--- src/rtl/id_imm_ctrl.sv ---
// ID-stage controller: opcode decode, ImmSrc select, load-use bubble insertion and ID/EX control register.
// Optional feature: define ID_STALL_CNT_EN to add the saturating stall_cnt output.
module id_imm_ctrl #(
  parameter int LU_BUBBLES = 1,
  parameter int CNT_W      = 16
) (
  input  logic             clk,
  input  logic             rst_n,
  input  logic             flush,
  input  logic             id_valid,
  input  logic [31:0]      id_instr,
  output logic             id_ready,
  output logic [1:0]       imm_src,
  input  logic             ex_ready,
  output logic             ex_valid,
  output logic             ex_reg_write,
  output logic             ex_mem_read,
  output logic             ex_mem_write,
  output logic             ex_alu_src,
  output logic             ex_branch,
  output logic             ex_jump,
  output logic [1:0]       ex_result_src,
  output logic [4:0]       ex_rd,
  output logic             ex_illegal
`ifdef ID_STALL_CNT_EN
  ,
  output logic [CNT_W-1:0] stall_cnt
`endif
);

  localparam logic [6:0] OP_LOAD   = 7'b0000011;
  localparam logic [6:0] OP_IMM    = 7'b0010011;
  localparam logic [6:0] OP_JALR   = 7'b1100111;
  localparam logic [6:0] OP_STORE  = 7'b0100011;
  localparam logic [6:0] OP_BRANCH = 7'b1100011;
  localparam logic [6:0] OP_JAL    = 7'b1101111;
  localparam logic [6:0] OP_OP     = 7'b0110011;

  localparam logic [1:0] LU_CNT = 2'(LU_BUBBLES - 1);

  typedef enum logic {
    RUN    = 1'b0,
    BUBBLE = 1'b1
  } state_t;

  state_t     state, state_next;
  logic [1:0] cnt, cnt_next;

  logic [6:0] opcode;
  logic [4:0] rs1, rs2, rd;

  logic       dec_reg_write, dec_mem_read, dec_mem_write, dec_alu_src;
  logic       dec_branch, dec_jump, dec_illegal;
  logic [1:0] dec_result_src;
  logic       uses_rs1, uses_rs2;

  logic       hazard, advance;
  logic       load_bubble, load_decode;

  assign opcode = id_instr[6:0];
  assign rd     = id_instr[11:7];
  assign rs1    = id_instr[19:15];
  assign rs2    = id_instr[24:20];

  logic unused_instr_bits;
  assign unused_instr_bits = ^{id_instr[31:25], id_instr[14:12]};

  // Unknown opcodes (LUI/AUIPC included) still read rs1 for hazard purposes.
  always_comb begin
    imm_src        = 2'b00;
    dec_reg_write  = 1'b0;
    dec_mem_read   = 1'b0;
    dec_mem_write  = 1'b0;
    dec_alu_src    = 1'b0;
    dec_branch     = 1'b0;
    dec_jump       = 1'b0;
    dec_result_src = 2'b00;
    dec_illegal    = 1'b0;
    uses_rs1       = 1'b1;
    uses_rs2       = 1'b0;
    case (opcode)
      OP_LOAD: begin
        dec_reg_write  = 1'b1;
        dec_mem_read   = 1'b1;
        dec_alu_src    = 1'b1;
        dec_result_src = 2'b01;
      end
      OP_IMM: begin
        dec_reg_write = 1'b1;
        dec_alu_src   = 1'b1;
      end
      OP_JALR: begin
        dec_reg_write  = 1'b1;
        dec_alu_src    = 1'b1;
        dec_jump       = 1'b1;
        dec_result_src = 2'b10;
      end
      OP_STORE: begin
        imm_src       = 2'b01;
        dec_mem_write = 1'b1;
        dec_alu_src   = 1'b1;
        uses_rs2      = 1'b1;
      end
      OP_BRANCH: begin
        imm_src    = 2'b10;
        dec_branch = 1'b1;
        uses_rs2   = 1'b1;
      end
      OP_JAL: begin
        imm_src        = 2'b11;
        dec_reg_write  = 1'b1;
        dec_jump       = 1'b1;
        dec_result_src = 2'b10;
        uses_rs1       = 1'b0;
      end
      OP_OP: begin
        dec_reg_write = 1'b1;
        uses_rs2      = 1'b1;
      end
      default: dec_illegal = 1'b1;
    endcase
  end

  assign hazard = ex_valid && ex_mem_read && (ex_rd != 5'd0) && id_valid &&
                  ((uses_rs1 && (rs1 == ex_rd)) || (uses_rs2 && (rs2 == ex_rd)));
  assign advance  = !ex_valid || ex_ready;
  assign id_ready = advance && !hazard && (state == RUN) && !flush;

  always_ff @(posedge clk or negedge rst_n) begin
    if (!rst_n) begin
      state <= RUN;
      cnt   <= 2'd0;
    end else begin
      state <= state_next;
      cnt   <= cnt_next;
    end
  end

  // Flush wins over everything; BUBBLE keeps writing empty entries until the count runs out.
  always_comb begin
    state_next  = state;
    cnt_next    = cnt;
    load_bubble = 1'b0;
    load_decode = 1'b0;
    if (flush) begin
      state_next = RUN;
      cnt_next   = 2'd0;
    end else begin
      case (state)
        RUN: begin
          if (hazard && advance) begin
            load_bubble = 1'b1;
            cnt_next    = LU_CNT;
            state_next  = (LU_CNT != 2'd0) ? BUBBLE : RUN;
          end else if (advance) begin
            load_decode = 1'b1;
          end
        end
        BUBBLE: begin
          load_bubble = 1'b1;
          if (cnt <= 2'd1) begin
            cnt_next   = 2'd0;
            state_next = RUN;
          end else begin
            cnt_next = cnt - 2'd1;
          end
        end
        default: begin
          state_next = RUN;
          cnt_next   = 2'd0;
        end
      endcase
    end
  end

  always_ff @(posedge clk or negedge rst_n) begin
    if (!rst_n) begin
      ex_valid      <= 1'b0;
      ex_reg_write  <= 1'b0;
      ex_mem_read   <= 1'b0;
      ex_mem_write  <= 1'b0;
      ex_alu_src    <= 1'b0;
      ex_branch     <= 1'b0;
      ex_jump       <= 1'b0;
      ex_result_src <= 2'b00;
      ex_rd         <= 5'd0;
      ex_illegal    <= 1'b0;
    end else if (flush || load_bubble) begin
      ex_valid      <= 1'b0;
      ex_reg_write  <= 1'b0;
      ex_mem_read   <= 1'b0;
      ex_mem_write  <= 1'b0;
      ex_alu_src    <= 1'b0;
      ex_branch     <= 1'b0;
      ex_jump       <= 1'b0;
      ex_result_src <= 2'b00;
      ex_rd         <= 5'd0;
      ex_illegal    <= 1'b0;
    end else if (load_decode) begin
      ex_valid      <= id_valid;
      ex_reg_write  <= dec_reg_write;
      ex_mem_read   <= dec_mem_read;
      ex_mem_write  <= dec_mem_write;
      ex_alu_src    <= dec_alu_src;
      ex_branch     <= dec_branch;
      ex_jump       <= dec_jump;
      ex_result_src <= dec_result_src;
      ex_rd         <= rd;
      ex_illegal    <= dec_illegal;
    end
  end

`ifdef ID_STALL_CNT_EN
  // Counts every cycle a valid ID instruction is held back, whatever the cause.
  always_ff @(posedge clk or negedge rst_n) begin
    if (!rst_n) begin
      stall_cnt <= '0;
    end else if (id_valid && !id_ready && !flush && !(&stall_cnt)) begin
      stall_cnt <= stall_cnt + CNT_W'(1);
    end
  end
`else
  logic unused_cnt_w;
  assign unused_cnt_w = (CNT_W > 0);
`endif

endmodule

--- config.mk ---
export PLATFORM = sky130hd
export DESIGN_NAME = id_imm_ctrl
export DESIGN_NICKNAME = d
export VERILOG_FILES = /design/src/rtl/id_imm_ctrl.sv
export SDC_FILE = /design/constraint.sdc
export NUM_CORES = 1
export LEC_CHECK = 0
export CAP_MARGIN = 20
export CORE_ASPECT_RATIO = 1.2
export CORE_MARGIN = 2
export CORE_UTILIZATION = 31
export CTS_BUF_LIST = sky130_fd_sc_hd__clkbuf_4 sky130_fd_sc_hd__clkbuf_8
export DETAILED_ROUTE_END_ITERATION = 12
export PLACE_DENSITY_LB_ADDON = 0.15
export SYNTH_ARGS = -nofsm -noshare
export SYNTH_HDL_FRONTEND = slang
export SYNTH_SLANG_ARGS = --single-unit
--- constraint.sdc ---
create_clock -name clk -period 3.2 [get_ports clk]
set_input_delay 0.96 -clock clk [delete_from_list [all_inputs] [get_ports clk]]
set_output_delay 0.96 -clock clk [all_outputs]
set_load 0.02 [all_outputs]
==> results.ini, run 1 <==
[floorplan]
dieWidth_um=56.3
row_count=22
fp.coreArea_um2=3110
ios=55
die_y_um=66.8
die_area_um2=3760
start_util_pct=32.7

[global_routing]
grt_pass1_vias=1082
grt_remaining_overflow=0
grt_max_degree=18
grt_usage_pct=16.8
antenna_found_initial=0
grt_pass1_wl_um=4800

[sta]
hold_violations=0
setup_viol=0
fin_crit_sh_pct=97.3
period_needed_ns=3.11
fmax_ghz=0.321
clock_skew_ns=0.00369
rsz0062_at_grt=no
slew_violations=0
tightest_slew_ns=0.793
slew_headroom_pct=47.0

[yosys]
syn_area_per_cell_um2=9.61
synth.distinct_cells=37
async_flop_share_pct=100
synth-edff-count=0
synthCells=106
synth_seq_cells=17
syn_area_um2=1020
ys_warn_count=0
synth_seq_area_share_pct=41.8
synth_nets=143
synth_ff_type=dfrtp_1

[cells_and_area]
syn2layout_area_growth_pct=66.7
final_layout_size_suffix_gt1_share_pct=26.1
final_util_pct=54.6
final_common_cell=clkdlybuf4s50_1
final_cell_mix=clkdlybuf4s50_1, dfrtp_1, nand2_1, buf_4
final_nets=203
antenna_cells=0
postLayoutCellArea_um2=1700
fillers=302
finalNonFillerCells=201

[routing]
vias_per_cell=5.06
vias=1018
first_iter_violations=25
routed_wl_um=2880
wl_per_cell_um=14.3
first_pass_iters=4
remaining_drc_errors=0
ant_nets=0

[setup_path]
crit_arrival_ns=2.15
critPathRequiredTime_ns=2.24
path_max_fanout=2
critPathKind=in -> out
crit_path_start_kind=input port
critPathCaptureType=primary output

[placed_design]
placed_area_um2=1590
place_congestion=0.784
dp.cells=196
hpwl_um=2220
io_buffers=44

[clocking]
cts_tree=yes
clk_pin_slew_worst_paths_ns=0.10
cts_htree_levels=1
clkLatencyLatePin_ns=0.29
cts_buffers=3
cts.sinks=17
cts_buffer_depth=2
root_buffer=clkbuf_4

[power]
ir_worst_vdd_mv=0.206
leakage_nw=0.771
power.density_nw_per_um2=278
p_total_uw=473

[status]
outcome=complete, no violations

[flow_run]
max_cap_viol_count=0

[hold_path]
min_path_type=reg -> reg

==> synth_stat cells, drive strengths merged, types with 2 or more instances <==
cell,number,share of area (%)
a31oi,2,1.2
nand2b,4,2.5
xnor2,2,1.7
xor2,8,6.9
nand2,17,6.3
dfrtp,17,42
o31ai,10,10
nor2,4,1.5
nand4,2,1.2
clkbuf,2,0.74
buf,3,2.3
a21oi,3,1.8
inv,6,2.2
o21ai,3,1.5
a2111oi,4,4.3
nor3,5,2.9
==> where the power goes <==
part           internal [mW]  total, mW  switching, mW
clock network         0.0569      0.125         0.0685
logic                 0.0647      0.117         0.0527
registers              0.221      0.230        0.00902
total                  0.343      0.473          0.130
==> registers in the layout, indices dropped and copies added (netlist names) <==
signal and count:
ex_mem_read 1, cnt 2, ex_alu_src 1, state 1, ex_branch 1, ex_illegal 1
ex_result_src 1, ex_jump 1, ex_mem_write 1, ex_rd 5, ex_reg_write 1, ex_valid 1
==> area by class of cell <==
class	count	area [um2]	share of cell area, %
flip-flops and latches	17	425	25.1
repair buffers	60	574	33.8
well taps	36	45.0	2.65
clock buffers	4	30.0	1.77
inverters	6	22.5	1.33
multi-input cells	78	601	35.4
==> critical path, stage by stage <==
cell and delay [ns]:
clkdlybuf4s50_1 0.41, xor2_1 0.15, nor3_2 0.11, nand4_1 0.14, a21oi_2 0.18, nor2_2 0.07
buf_6 0.13
==> what timing repair did <==
item | 4_1_cts | 5_1_grt
gates resized for setup | 26 | 11
buffers inserted | 1 | 0
hold buffers | 0 | 0
pin swaps | 8 | 9
endpoints found under the setup margin | 3 | 2
hold endpoints to repair | 0 | 0
==> path summary, 6_finish.rpt <==
kind | start | end | slack (ns) | cells after the start
max | id_instr[21] | id_ready | 0.09 | 7
min | cnt[0] | cnt[0] | 0.49 | 1
max reg2reg | ex_rd[2] | ex_reg_write | 1.20 | 5
min reg2reg | cnt[0] | cnt[0] | 0.49 | 1
max in group asynchronous | rst_n | ex_result_src[1] | 1.59 | 1
min in group asynchronous | rst_n | ex_rd[2] | 1.12 | 1
==> layer usage <==
metal | global-route usage (%) | part of all wire [%] | vias up
met4 | 7.14 | 1.2 | 0
met1 | 19.6 | 43 | 486
li1 | - | - | 500
met3 | 2.72 | 4.4 | 4
met5 | 0 | 0 | -
met2 | 30.3 | 52 | 28
==> stage by stage <==
stage	setup slack, ns	hold WS, ns	TNS [ns]
floorplan	0.0965	0.452	0
global placement	-0.542	0.467	-1.35
detailed placement	-0.578	0.473	-1.44
CTS	0.00221	0.494	0
global route	0.00404	0.520	0
finish	0.0874	0.492	0
==> logic make-up (layout without fill, tap and decap cells) <==
| logic type | after synthesis | after routing | synth area share, % |
|---|---|---|---|
| AO/OA/AOI/OAI | 28 | 28 | 24.3 |
| XOR/XNOR | 10 | 10 | 8.60 |
| buffers and inverters | 11 | 70 | 5.28 |
| flip-flops | 17 | 17 | 41.8 |
| AND/OR/NAND/NOR | 40 | 40 | 20.0 |
(Power assumes the default switching activity.)
==> run 2, diff against run 1 <==
SKIP_CTS_REPAIR_TIMING = 1   (was default)
==> run 2 against run 1 <==
Effect of this change: hold slack hardly changed; global-route usage unchanged; via count shrank 0.59%; critical path depth stayed put; sequential power about the same; setup slack worse by 0.040 ns; combinational power is essentially flat.
==> results.ini, run 2 (synthesis gave the netlist of run 1 again) <==
[status]
outcome=complete, no violations

[clocking]
cts.sinks=17
cts_htree_levels=1
root_buffer=clkbuf_4
cts_buffers=3
clk_pin_slew_worst_paths_ns=0.10
cts_buffer_depth=2
clkLatencyLatePin_ns=0.30
cts_tree=yes

[flow_run]
max_cap_viol_count=0

[cells_and_area]
final_cell_mix=clkdlybuf4s50_1, dfrtp_1, nand2_1
final_layout_size_suffix_gt1_share_pct=23.2
syn2layout_area_growth_pct=65.8
largest_register_ff_count=5
finalNonFillerCells=200
final_util_pct=54.3
postLayoutCellArea_um2=1690
antenna_cells=0
top_register=ex_rd
final_nets=202
top_regs=ex_rd (5), cnt (2)
final_common_cell=clkdlybuf4s50_1
fillers=296

[global_routing]
grt_busiest_layer=met2
use_met2_pct=29.7
grt_pass1_vias=1063
grt_util_met3_pct=2.72
grt_remaining_overflow=0
grt_use_met1_pct=20.1
antenna_found_initial=0
grt_max_degree=18
grt_pass1_wl_um=4800
grt_usage_pct=16.8

[hold_path]
min_path_type=reg -> reg

[sta]
hold_violations=0
fmax_ghz=0.317
clock_skew_ns=0.00767
period_needed_ns=3.15
fin_crit_sh_pct=98.5
tightest_slew_ns=0.789
slew_headroom_pct=47.2
slew_violations=0
setup_viol=0

[floorplan]
die_y_um=66.8
die_area_um2=3760
row_count=22
fp.coreArea_um2=3110
start_util_pct=32.7
dieWidth_um=56.3
ios=55

[routing]
vias_per_cell=5.06
remaining_drc_errors=0
first_iter_violations=25
wl_per_cell_um=14.6
ant_nets=0
first_pass_iters=5
vias=1012
routed_wl_um=2910

[power]
ir_worst_vdd_mv=0.209
p_sw_share_pct=27.7
internal-power_uw=342
p_seq_share_pct=48.5
power.density_nw_per_um2=281
p_total_uw=474
clkPwrFrac_pct=27.0
p_sw_uw=131
leakage_nw=0.824
comb_power_share_pct=24.6

[setup_path]
crit_path_start_kind=input port
crit_arrival_ns=2.19
critPathRequiredTime_ns=2.24
critPathCaptureType=primary output
path_max_fanout=2
critPathKind=in -> out

[placed_design]
hpwl_um=2220
place_congestion=0.784
io_buffers=44
placed_area_um2=1590
dp.cells=196

-- run 2: cell count changes in the layout (fill, tap and decap cells not counted) --
cell / change
and3_1: +1
and3_4: -1
buf_4: -1
clkdlybuf4s15_1: -1
clkdlybuf4s15_2: -1
dlygate4sd2_1: -4
dlymetal6s2s_1: +6
xor2_1: +2
xor2_2: -2
-- run 2: stage by stage --
stage                     setup slack [ns]  setup TNS (ns)  hold slack [ns]
after floorplan                     0.0965               0            0.452
final                               0.0478               0            0.491
after global routing               -0.0118         -0.0118            0.520
after CTS                           -0.588           -1.46            0.494
after global placement              -0.542           -1.35            0.467
after detailed placement            -0.578           -1.44            0.473
-- run 2: per-layer routing --
layer	wire [um]	up-vias
li1	-	498
met1	1250	475
met2	1480	33
met3	124	6
met4	54	0
met5	0	-
-- run 2: cell type report --
cell class	count	area (um2)	share of cell area [%]
sequential	17	425	25.2
multi-input combinational	78	581	34.4
tap	36	45.0	2.67
timing repair buffer	59	586	34.7
clock buffer	4	30.0	1.78
inverter	6	22.5	1.33
-- run 2: worst max-delay path, cell delays in order --
cell and delay, ns:
clkdlybuf4s50_1 0.41, xor2_1 0.16, nor3_2 0.16, nand4_1 0.12, a21oi_2 0.19, nor2_2 0.06, buf_6 0.13
-- run 2: power groups by stage --
stage	registers (mW)	clock network, mW	logic, mW
2_1_floorplan	0.240	0	0.0337
3_3_place_gp	0.233	0	0.114
3_5_place_dp	0.234	0	0.114
4_1_cts	0.230	0.129	0.115
5_1_grt	0.231	0.141	0.126
6_report	0.230	0.128	0.116
-- run 2: final timing paths --
path	to	from	cells after the start	slack (ns)
max reg2reg	ex_reg_write	ex_rd[1]	5	1.22
max	id_ready	id_instr[22]	7	0.05
max in group asynchronous	cnt[0]	rst_n	1	1.59
min in group asynchronous	ex_rd[2]	rst_n	1	1.11
min	cnt[0]	cnt[0]	1	0.49
min reg2reg	cnt[0]	cnt[0]	1	0.49
